File: src/rtl/sipo_deser.sv
// -----------------------------------------------------------------------------
// sipo_deser
//
// Parametrised serial-in / parallel-out deserializer. Serial bits qualified by
// in_valid are shifted into a live register (q); a bit counter frames them
// into WIDTH-bit words. Each completed word is copied into a holding register
// (dout) offered downstream through a valid/ready handshake. A word that
// completes while the previous one is still pending is dropped and flagged by
// the sticky overrun output.
//
// Parameters:
//   WIDTH      word width in bits (>= 2)
//   MSB_FIRST  1: first received bit ends up in dout[WIDTH-1]
//              0: first received bit ends up in dout[0]
//
// Ports:
//   clk         rising-edge clock
//   rst         synchronous active-high reset
//   in          serial data bit
//   in_valid    qualifies in
//   clear       synchronous framing restart (q, bit_cnt, overrun); dout kept
//   q           live shift register contents
//   bit_cnt     bits accepted into the current frame
//   dout        completed word, stable while dout_valid=1
//   dout_valid  dout holds an unconsumed word
//   dout_ready  downstream accepts dout when dout_valid & dout_ready
//   overrun     sticky: a completed word was dropped
//   parity_err  (SIPO_DESER_PARITY_EN only) XOR of data and parity bit,
//               loaded and held with dout
//
// Build option:
//   SIPO_DESER_PARITY_EN  frames become WIDTH+1 bits; the last bit is an
//                         even-parity bit that is checked but not shifted
//                         into q.
// -----------------------------------------------------------------------------
module sipo_deser #(
    parameter int unsigned WIDTH     = 8,
    parameter bit          MSB_FIRST = 1'b1,
`ifdef SIPO_DESER_PARITY_EN
    localparam int unsigned FRAME_LEN = WIDTH + 1,
`else
    localparam int unsigned FRAME_LEN = WIDTH,
`endif
    localparam int unsigned CNT_W     = $clog2(FRAME_LEN + 1)
) (
    input  logic             clk,
    input  logic             rst,
    input  logic             in,
    input  logic             in_valid,
    input  logic             clear,
    output logic [WIDTH-1:0] q,
    output logic [CNT_W-1:0] bit_cnt,
    output logic [WIDTH-1:0] dout,
    output logic             dout_valid,
    input  logic             dout_ready,
    output logic             overrun
`ifdef SIPO_DESER_PARITY_EN
    ,
    output logic             parity_err
`endif
);

    localparam logic [CNT_W-1:0] CNT_LAST  = CNT_W'(FRAME_LEN - 1);
    localparam logic [CNT_W-1:0] CNT_WIDTH = CNT_W'(WIDTH);

    logic [WIDTH-1:0] q_q,          q_d;
    logic [CNT_W-1:0] bit_cnt_q,    bit_cnt_d;
    logic [WIDTH-1:0] dout_q,       dout_d;
    logic             dout_valid_q, dout_valid_d;
    logic             overrun_q,    overrun_d;
`ifdef SIPO_DESER_PARITY_EN
    logic             parity_err_q, parity_err_d;
`endif

    logic             consume;
    logic             is_data;
    logic             is_last;
    logic [WIDTH-1:0] shifted;
    logic [WIDTH-1:0] word;

    // Shift network, bit order fixed at elaboration
    always_comb begin
        shifted = q_q;
        if (MSB_FIRST) begin
            shifted = {q_q[WIDTH-2:0], in};
        end else begin
            shifted = {in, q_q[WIDTH-1:1]};
        end
    end

    always_comb begin
        // clear suppresses consumption of the serial bit on its edge
        consume = in_valid & ~clear;
        is_data = consume && (bit_cnt_q < CNT_WIDTH);
        is_last = consume && (bit_cnt_q == CNT_LAST);
`ifdef SIPO_DESER_PARITY_EN
        // The parity bit arrives after all data is already in q
        word = q_q;
`else
        // Completing word includes the bit consumed on this edge
        word = shifted;
`endif
    end

    always_comb begin
        q_d          = q_q;
        bit_cnt_d    = bit_cnt_q;
        dout_d       = dout_q;
        dout_valid_d = dout_valid_q;
        overrun_d    = overrun_q;
`ifdef SIPO_DESER_PARITY_EN
        parity_err_d = parity_err_q;
`endif

        // Framing side
        if (clear) begin
            q_d       = '0;
            bit_cnt_d = '0;
            overrun_d = 1'b0;
        end else if (consume) begin
            if (is_data) begin
                q_d = shifted;
            end
            if (is_last) begin
                bit_cnt_d = '0;
            end else begin
                bit_cnt_d = bit_cnt_q + 1'b1;
            end
        end

        // Handshake side; runs even on a clear edge
        if (dout_valid_q && dout_ready) begin
            dout_valid_d = 1'b0;
        end

        // A completing word may load if the holding register is free or
        // being emptied on this very edge; otherwise it is dropped.
        if (is_last) begin
            if (!dout_valid_q || dout_ready) begin
                dout_d       = word;
                dout_valid_d = 1'b1;
`ifdef SIPO_DESER_PARITY_EN
                parity_err_d = (^q_q) ^ in;
`endif
            end else begin
                overrun_d = 1'b1;
            end
        end
    end

    always_ff @(posedge clk) begin
        if (rst) begin
            q_q          <= '0;
            bit_cnt_q    <= '0;
            dout_q       <= '0;
            dout_valid_q <= 1'b0;
            overrun_q    <= 1'b0;
`ifdef SIPO_DESER_PARITY_EN
            parity_err_q <= 1'b0;
`endif
        end else begin
            q_q          <= q_d;
            bit_cnt_q    <= bit_cnt_d;
            dout_q       <= dout_d;
            dout_valid_q <= dout_valid_d;
            overrun_q    <= overrun_d;
`ifdef SIPO_DESER_PARITY_EN
            parity_err_q <= parity_err_d;
`endif
        end
    end

    assign q          = q_q;
    assign bit_cnt    = bit_cnt_q;
    assign dout       = dout_q;
    assign dout_valid = dout_valid_q;
    assign overrun    = overrun_q;
`ifdef SIPO_DESER_PARITY_EN
    assign parity_err = parity_err_q;
`endif

endmodule
File: config.mk
export PLATFORM = sky130hd
export DESIGN_NAME = sipo_deser
export DESIGN_NICKNAME = d
export VERILOG_FILES = /design/src/rtl/sipo_deser.sv
export SDC_FILE = /design/constraint.sdc
export NUM_CORES = 1
export LEC_CHECK = 0
export BUFFER_PORTS_ARGS = -buffer_cell sky130_fd_sc_hd__buf_2
export CAP_MARGIN = 30
export CORE_ASPECT_RATIO = 0.75
export CORE_UTILIZATION = 45
export CTS_CLUSTER_SIZE = 14
export DETAILED_ROUTE_END_ITERATION = 7
export MAX_ROUTING_LAYER = met4
export PLACE_DENSITY = 0.71
export SYNTH_ARGS = -nofsm -noshare
export SYNTH_HDL_FRONTEND = slang
export SYNTH_SLANG_ARGS = --single-unit
File: constraint.sdc
create_clock -name clk -period 2.3 [get_ports clk]
set_input_delay 0 -clock clk [delete_from_list [all_inputs] [get_ports clk]]
set_output_delay 0 -clock clk [all_outputs]
set_load 0.02 [all_outputs]
Word-level counts from Yosys, hierarchy flattened
Cells that the tools add are included.

Add/sub/neg operators: 1. Magnitude comparators: 1. Equal/unequal tests: 1. Mux-type cells: 7. Bitwise logic cells: 2. Reductions and logical operators: 8.

Operators by type and width (number): 2-to-1 mux 1 bit (6); adder 4 x 1 -> 4 bit (second input constant) (1); == test 4 x 3 -> 1 bit (second input constant) (1); < comparator 4 bit (second input constant) (1); 2-to-1 mux 4 bit (1); AND reduction 2 bit (2); logical AND 1 bit (3); OR reduction 2 bit (1); AND 1 bit (1); logical NOT 1 bit (1); logical OR 1 bit (1); inverter 1 bit (1).

Bits in registers: 22. Bits of input ports: 6. Output and inout port bits: 22. Word-level logic and storage cells: 25.

Depth between registers and ports, before layout
Gate-level depths: netlist of run 1.

Depth in word-level cells: 4. Mapped depth: 5. Depth with buffers taken out: 4.

Worst setup path after synthesis of run 1
OpenSTA, ideal clock, no wires.

Path type: reg2reg. Start point: register bit_cnt_q[0] (netlist: bit_cnt[0]). End point: register dout_q[0] (netlist: dout[0]). Setup time: 0.072 ns. Arrival time: 1.317 ns. Data required time: 2.228 ns. Path slack: 0.911 ns. Cell stages (with the launch flop): 6. Buffers on the path: 1. Period minus slack after synthesis: 1.389 ns. Cells stage by stage: dfxtp_1 > ha_1 > nand2_1 > nor3b_2 > buf_4 > mux2i_1.

Word-level cells in the longest chain between the ends: 3.

Ends and longest elaborated chain: start, declared (line 67) `logic [CNT_W-1:0] bit_cnt_q, bit_cnt_d;`; start signal, assigned (line 163) `bit_cnt_q <= bit_cnt_d;`; == test 4 x 3 -> 1 bit (line 95) `is_last = consume && (bit_cnt_q == CNT_LAST);`; logical AND 1 bit (line 95); AND reduction 2 bit (no line); end signal, assigned (line 164) `dout_q <= dout_d;`; end, declared (line 68) `logic [WIDTH-1:0] dout_q, dout_d;`.

No other way between the ends. A chain may end at the register's enable or synchronous reset.

Final worst setup path of run 1
Same ends and word-level chain as after synthesis.

==> metrics.cfg, run 1 <==
[placement]
hpwl_mm = 1.253
post-place-cells = 138
port_buffers = 27
place.gp.congestion = 0.8467

[power]
p_leak_nw = 0.4750
power_density_nw_per_um2 = 558.7
vdd_drop_max_v = 0.0004491

[worst_setup_path]
regToRegStartpoint = bit_cnt[0]
r2r-end = dout[0]
path_class = flip-flop to flip-flop
worstPathCellList = ha_1 -> nand2_1 -> nor3b_2 -> buf_4 -> mux2i_1
crit_fanout = 8
worst_setup_path_start_kind = flip-flop
cpPeakStageDelay_ns = 0.40
cp-end-kind = flip-flop
crit_buf_inv = 1
arrival_ns = 1.63
critPathTopFamily = flip-flops
required_ns = 2.54
r2r_setup_slack_ns = 0.90
crit_slowest_cell = dfxtp_1
reg2regPathDepth = 5

[timing]
holdWs_ns = 0.009393
fin_crit_ns = 1.396
tightest_slew_ns = 0.4453
final_hold_viol_count = 0
rsz0062_at_grt = false
slew_viol_final = 0
maxSlewHeadroom = 0.7031
tns_ns = 0
finalSetupViolCount = 0
final.setup_skew_ns = 0.001102
fin_crit_sh = 0.6071
fmax_ghz = 0.7162

[global_route]
grt_pass1_wl_mm = 2.697
grtUsageTotal = 0.1869
antenna_found_initial = 0
grt_pass1_vias = 592
grt_max_degree = 20
grt_overflow_total = 0

[yosys]
synth_fp_nets = 99
ys_types = 22
syn_area_um2 = 930.9
synthCells = 92
yosysSeqAreaShare = 0.4731
ys_ff_latch = 22
ys.warnings.count = 0
avgSynthCellArea_um2 = 10.12

[route]
routed_via_density = 5.014
first_iter_violations = 3
num_vias = 717
drt-total-wl_mm = 1.746
dr.pass1.iters = 4
wl_per_cell_um = 12.21
drc_errors = 0
ant_nets = 0

[clock_tree]
cts.clk_slew.worst_paths_ns = 0.12
clock_latency_ns = 0.30
post_cts_buffers = 0
cts_resized = 0
clockBufferDepth = 2
cts_sinks = 22
h-tree-depth = 1
cts_root_buffer = clkbuf_4
ctsHoldBuffers = 1
cts_tree = done
cts_buffers = 3

[run_status]
status = complete, no violations

[worst_hold_path]
min_path_type = primary input to flip-flop
hp-start = in_valid
holdPathEnd = bit_cnt[1]
hold_depth = 3

[finish]
syn_to_final_growth_pct = 21.10
nets = 129
n_fill_cell = 179
regArea_um2 = 440.4
antenna_cells = 0
final_cell_mix = 27 x buf_2, 22 x dfxtp_1, 18 x nand2b_1
layoutNonFillerInstCount = 143
final_common_cell = buf_2
drive_gt1_frac = 0.2893
multiInputGateArea_um2 = 455.4

[floorplan]
num_io_pins = 28
die_w_um = 54.52
rows = 13
start_util = 0.5065
die_y_um = 41.39
die_area_um2 = 2257
core_um2 = 1838

[flow_run]
maxCapViolations = 0

[final cells by class]
| cell class | count | share of cell area |
|---|---|---|
| clock buffers | 4 | 0.03219 |
| repair buffers | 30 | 0.1421 |
| multi-input cells | 63 | 0.4040 |
| inverters | 2 | 0.006659 |
| well taps | 22 | 0.02442 |
| flip-flops and latches | 22 | 0.3907 |
[Yosys cell counts]
library cell   n  area, um2
xor2_1         1      8.760
nor3b_1        1      7.510
buf_4          2      15.01
and4b_1        1      10.01
o311ai_0       1      8.760
nor3b_2        2      25.02
ha_1           1      12.51
a31o_1         1      8.760
nor2_1        11      41.29
nand4_1        1      6.260
dfxtp_1       22      440.4
a21oi_1        2      10.01
or2_1          1      6.260
a211oi_1       1      7.510
nand2_1        2      7.510
nand2b_1      18      112.6
clkbuf_1       2      7.510
a31oi_1        1      6.260
mux2i_1       17      170.2
inv_1          2      7.510
nor2b_1        1      6.260
buf_2          1      5.000
[state kept, by name, indices dropped and copies added (netlist names)]
register and count:
q 8, dout_valid 1, bit_cnt 4, dout 8
overrun 1
[kinds of logic after synthesis]
family | count (synthesis) | synth area share
adder cells (fa/ha/maj) | 1 | 0.01344
multiplexers | 17 | 0.1828
AO/OA/AOI/OAI | 6 | 0.04437
XOR/XNOR | 1 | 0.009410
flip-flops | 22 | 0.4731
AND/OR/NAND/NOR | 38 | 0.2393
buffers and inverters | 7 | 0.03763
[stage by stage]
stage                     utilization  area, um2  total power [mW]  worst slack (ns)
after floorplan                     -      930.9            0.4179            0.9109
after global placement         0.5882       1081            0.4283             1.005
after detailed placement       0.5882       1081            0.4288            0.9456
after CTS                      0.6133       1127            0.6381            0.9018
after global routing           0.6133       1127            0.6520            0.7758
final                          0.6133       1127            0.6298            0.9037
[power breakdown]
part           switching [mW]  internal [mW]
sequential            0.00151          0.382
combinational          0.0196         0.0177
clock                   0.112         0.0966
[tightest hold or removal path, cell delays in order]
cell     delay (ns)
buf_2          0.13
mux2i_1        0.08
nor2_1         0.07
[layer usage]
layer  vias to the layer above  global-route usage  part of all wire
met5                         -                   -                 0
met4                         0             0.03846            0.0074
met1                       332              0.2428              0.48
met3                         2             0.07609             0.057
met2                        18              0.2744              0.45
li1                        365                   -                 -
[how the worst max path moves through the flow]
| stage | startpoint | end | slack, ns | cells past startpoint |
|---|---|---|---|---|
| finish | bit_cnt[0] | dout[0] | 0.90 | 5 |
| global route | bit_cnt[0] | dout[0] | 0.78 | 5 |
| floorplan | bit_cnt[0] | dout[0] | 0.91 | 5 |
| global placement | bit_cnt[0] | dout[3] | 1.00 | 5 |
| detailed placement | bit_cnt[0] | dout[6] | 0.95 | 5 |
| CTS | bit_cnt[0] | dout[0] | 0.90 | 5 |
(Power assumes the default switching activity.)
==> run 2: changes to the inputs <==
==> constraint.sdc (replaced) <==
create_clock -name clk -period 1.44 [get_ports clk]
set_input_delay 0 -clock clk [delete_from_list [all_inputs] [get_ports clk]]
set_output_delay 0 -clock clk [all_outputs]
set_load 0.02 [all_outputs]
==> metrics.cfg, run 2 (synthesis results as in run 1) <==
[timing]
maxSlewHeadroom = 0.7013
holdWs_ns = 0.01072
fin_crit_sh = 0.9269
slew_viol_final = 0
final.setup_skew_ns = 0.001181
fmax_ghz = 0.7492
final_hold_viol_count = 0
rsz0062_at_grt = false
tightest_slew_ns = 0.4481
finalSetupViolCount = 0
fin_crit_ns = 1.335
tns_ns = 0

[worst_setup_path]
required_ns = 1.69
crit_slowest_cell = dfxtp_2
arrival_ns = 1.58
worstPathCellList = ha_2 -> nand2_1 -> nor3b_2 -> buf_6 -> mux2i_1
cpPeakStageDelay_ns = 0.38
crit_buf_inv = 1
crit_fanout = 6
worst_setup_path_start_kind = flip-flop
cp-end-kind = flip-flop
critPathTopFamily = flip-flops
path_class = flip-flop to flip-flop

[clock_tree]
post_cts_buffers = 0
h-tree-depth = 1
cts_root_buffer = clkbuf_4
cts_buffers = 3
clockBufferDepth = 2
clock_latency_ns = 0.31
cts_tree = done
cts_sinks = 22
cts.clk_slew.worst_paths_ns = 0.12

[floorplan]
die_w_um = 54.52
rows = 13
die_area_um2 = 2257
start_util = 0.5065
num_io_pins = 28
core_um2 = 1838
die_y_um = 41.39

[route]
routed-wl-met2_um = 857
num_vias = 714
first_iter_violations = 8
ant_nets = 0
routed_via_density = 4.890
dr.pass1.iters = 4
wl_met3_um = 101
met1_length_um = 845
drc_errors = 0
wl_per_cell_um = 12.54
top_layer = met4
drt-total-wl_mm = 1.831

[worst_hold_path]
min_path_type = primary input to flip-flop

[power]
finalPower_mw = 1.151
vdd_drop_max_v = 0.0008237
power_density_nw_per_um2 = 980.9
p_leak_nw = 0.4958

[finish]
n_fill_cell = 183
antenna_cells = 0
stdcell_area_um2 = 1174
final_cell_mix = 27 x buf_2, 21 x dfxtp_1, 18 x nand2b_1
final_common_cell = buf_2
final_util = 0.6385
regArea_um2 = 441.7
syn_to_final_growth_pct = 26.08
multiInputGateArea_um2 = 457.9
nets = 132
drive_gt1_frac = 0.3226

[flow_run]
maxCapViolations = 0

[run_status]
status = complete, no violations

[placement]
hpwl_mm = 1.353
dpl_cell_area_um2 = 1104
port_buffers = 27
place.gp.congestion = 0.8659

[global_route]
grtUsageTotal = 0.1974
grt_pass1_wl_mm = 2.822
antenna_found_initial = 0
grt_max_degree = 19
grt_pass1_vias = 635
grt_overflow_total = 0

==> run 2: cell types whose count changed in the layout (fill, tap and decap cells not counted), sizes merged <==
cell,previous run,this run
clkbuf,4,3
buf,29,32
bufinv,0,1
==> run 2: metal layers <==
metal | vias up | global-route usage
li1 | 372 | -
met1 | 315 | 0.2193
met2 | 23 | 0.3262
met3 | 4 | 0.07971
met4 | 0 | 0.07051
met5 | - | -
==> run 2: tightest hold or removal path, stage by stage <==
cell	delay (ns)
buf_2	0.14
mux2i_1	0.08
nor2_1	0.07
==> run 2: path summary, 6_finish.rpt <==
| check | from | end | slack [ns] | depth (start not counted) |
|---|---|---|---|---|
| worst max-delay path | bit_cnt[1] | dout[0] | 0.11 | 5 |
| worst min-delay path | in_valid | bit_cnt[1] | 0.01 | 3 |
| worst max register to register | bit_cnt[1] | dout[0] | 0.11 | 5 |
| worst min register to register | overrun | overrun | 0.48 | 2 |
==> run 2: per-stage QoR <==
step / instances / setup slack (ns)
finish: 146 / 0.1053
global route: 146 / 0.01126
CTS: 146 / 0.01954
detailed placement: 141 / 0.07135
global placement: 141 / 0.1714
floorplan: 92 / 0.05092
==> run 2: power by group <==
group / switching, mW / internal, mW / total [mW]
combinational: 0.0334 / 0.0319 / 0.0653
sequential: 0.00217 / 0.611 / 0.613
clock: 0.191 / 0.282 / 0.473
total: 0.227 / 0.924 / 1.15
==> run 2: layout make-up <==
type,count,share of cell area
multi-input combinational,63,0.3902
sequential,22,0.3763
timing repair buffer,33,0.1588
clock inverter,1,0.02559
tap,22,0.02345
clock buffer,3,0.01919
inverter,2,0.006397
==> run 2: what timing repair did <==
| action | 4_1_cts | 5_1_grt |
|---|---|---|
| hold endpoints to repair | 2 | 0 |
| setup endpoints to repair | 0 | 7 |
| hold buffers | 1 | 0 |
| gates resized for setup | 0 | 3 |
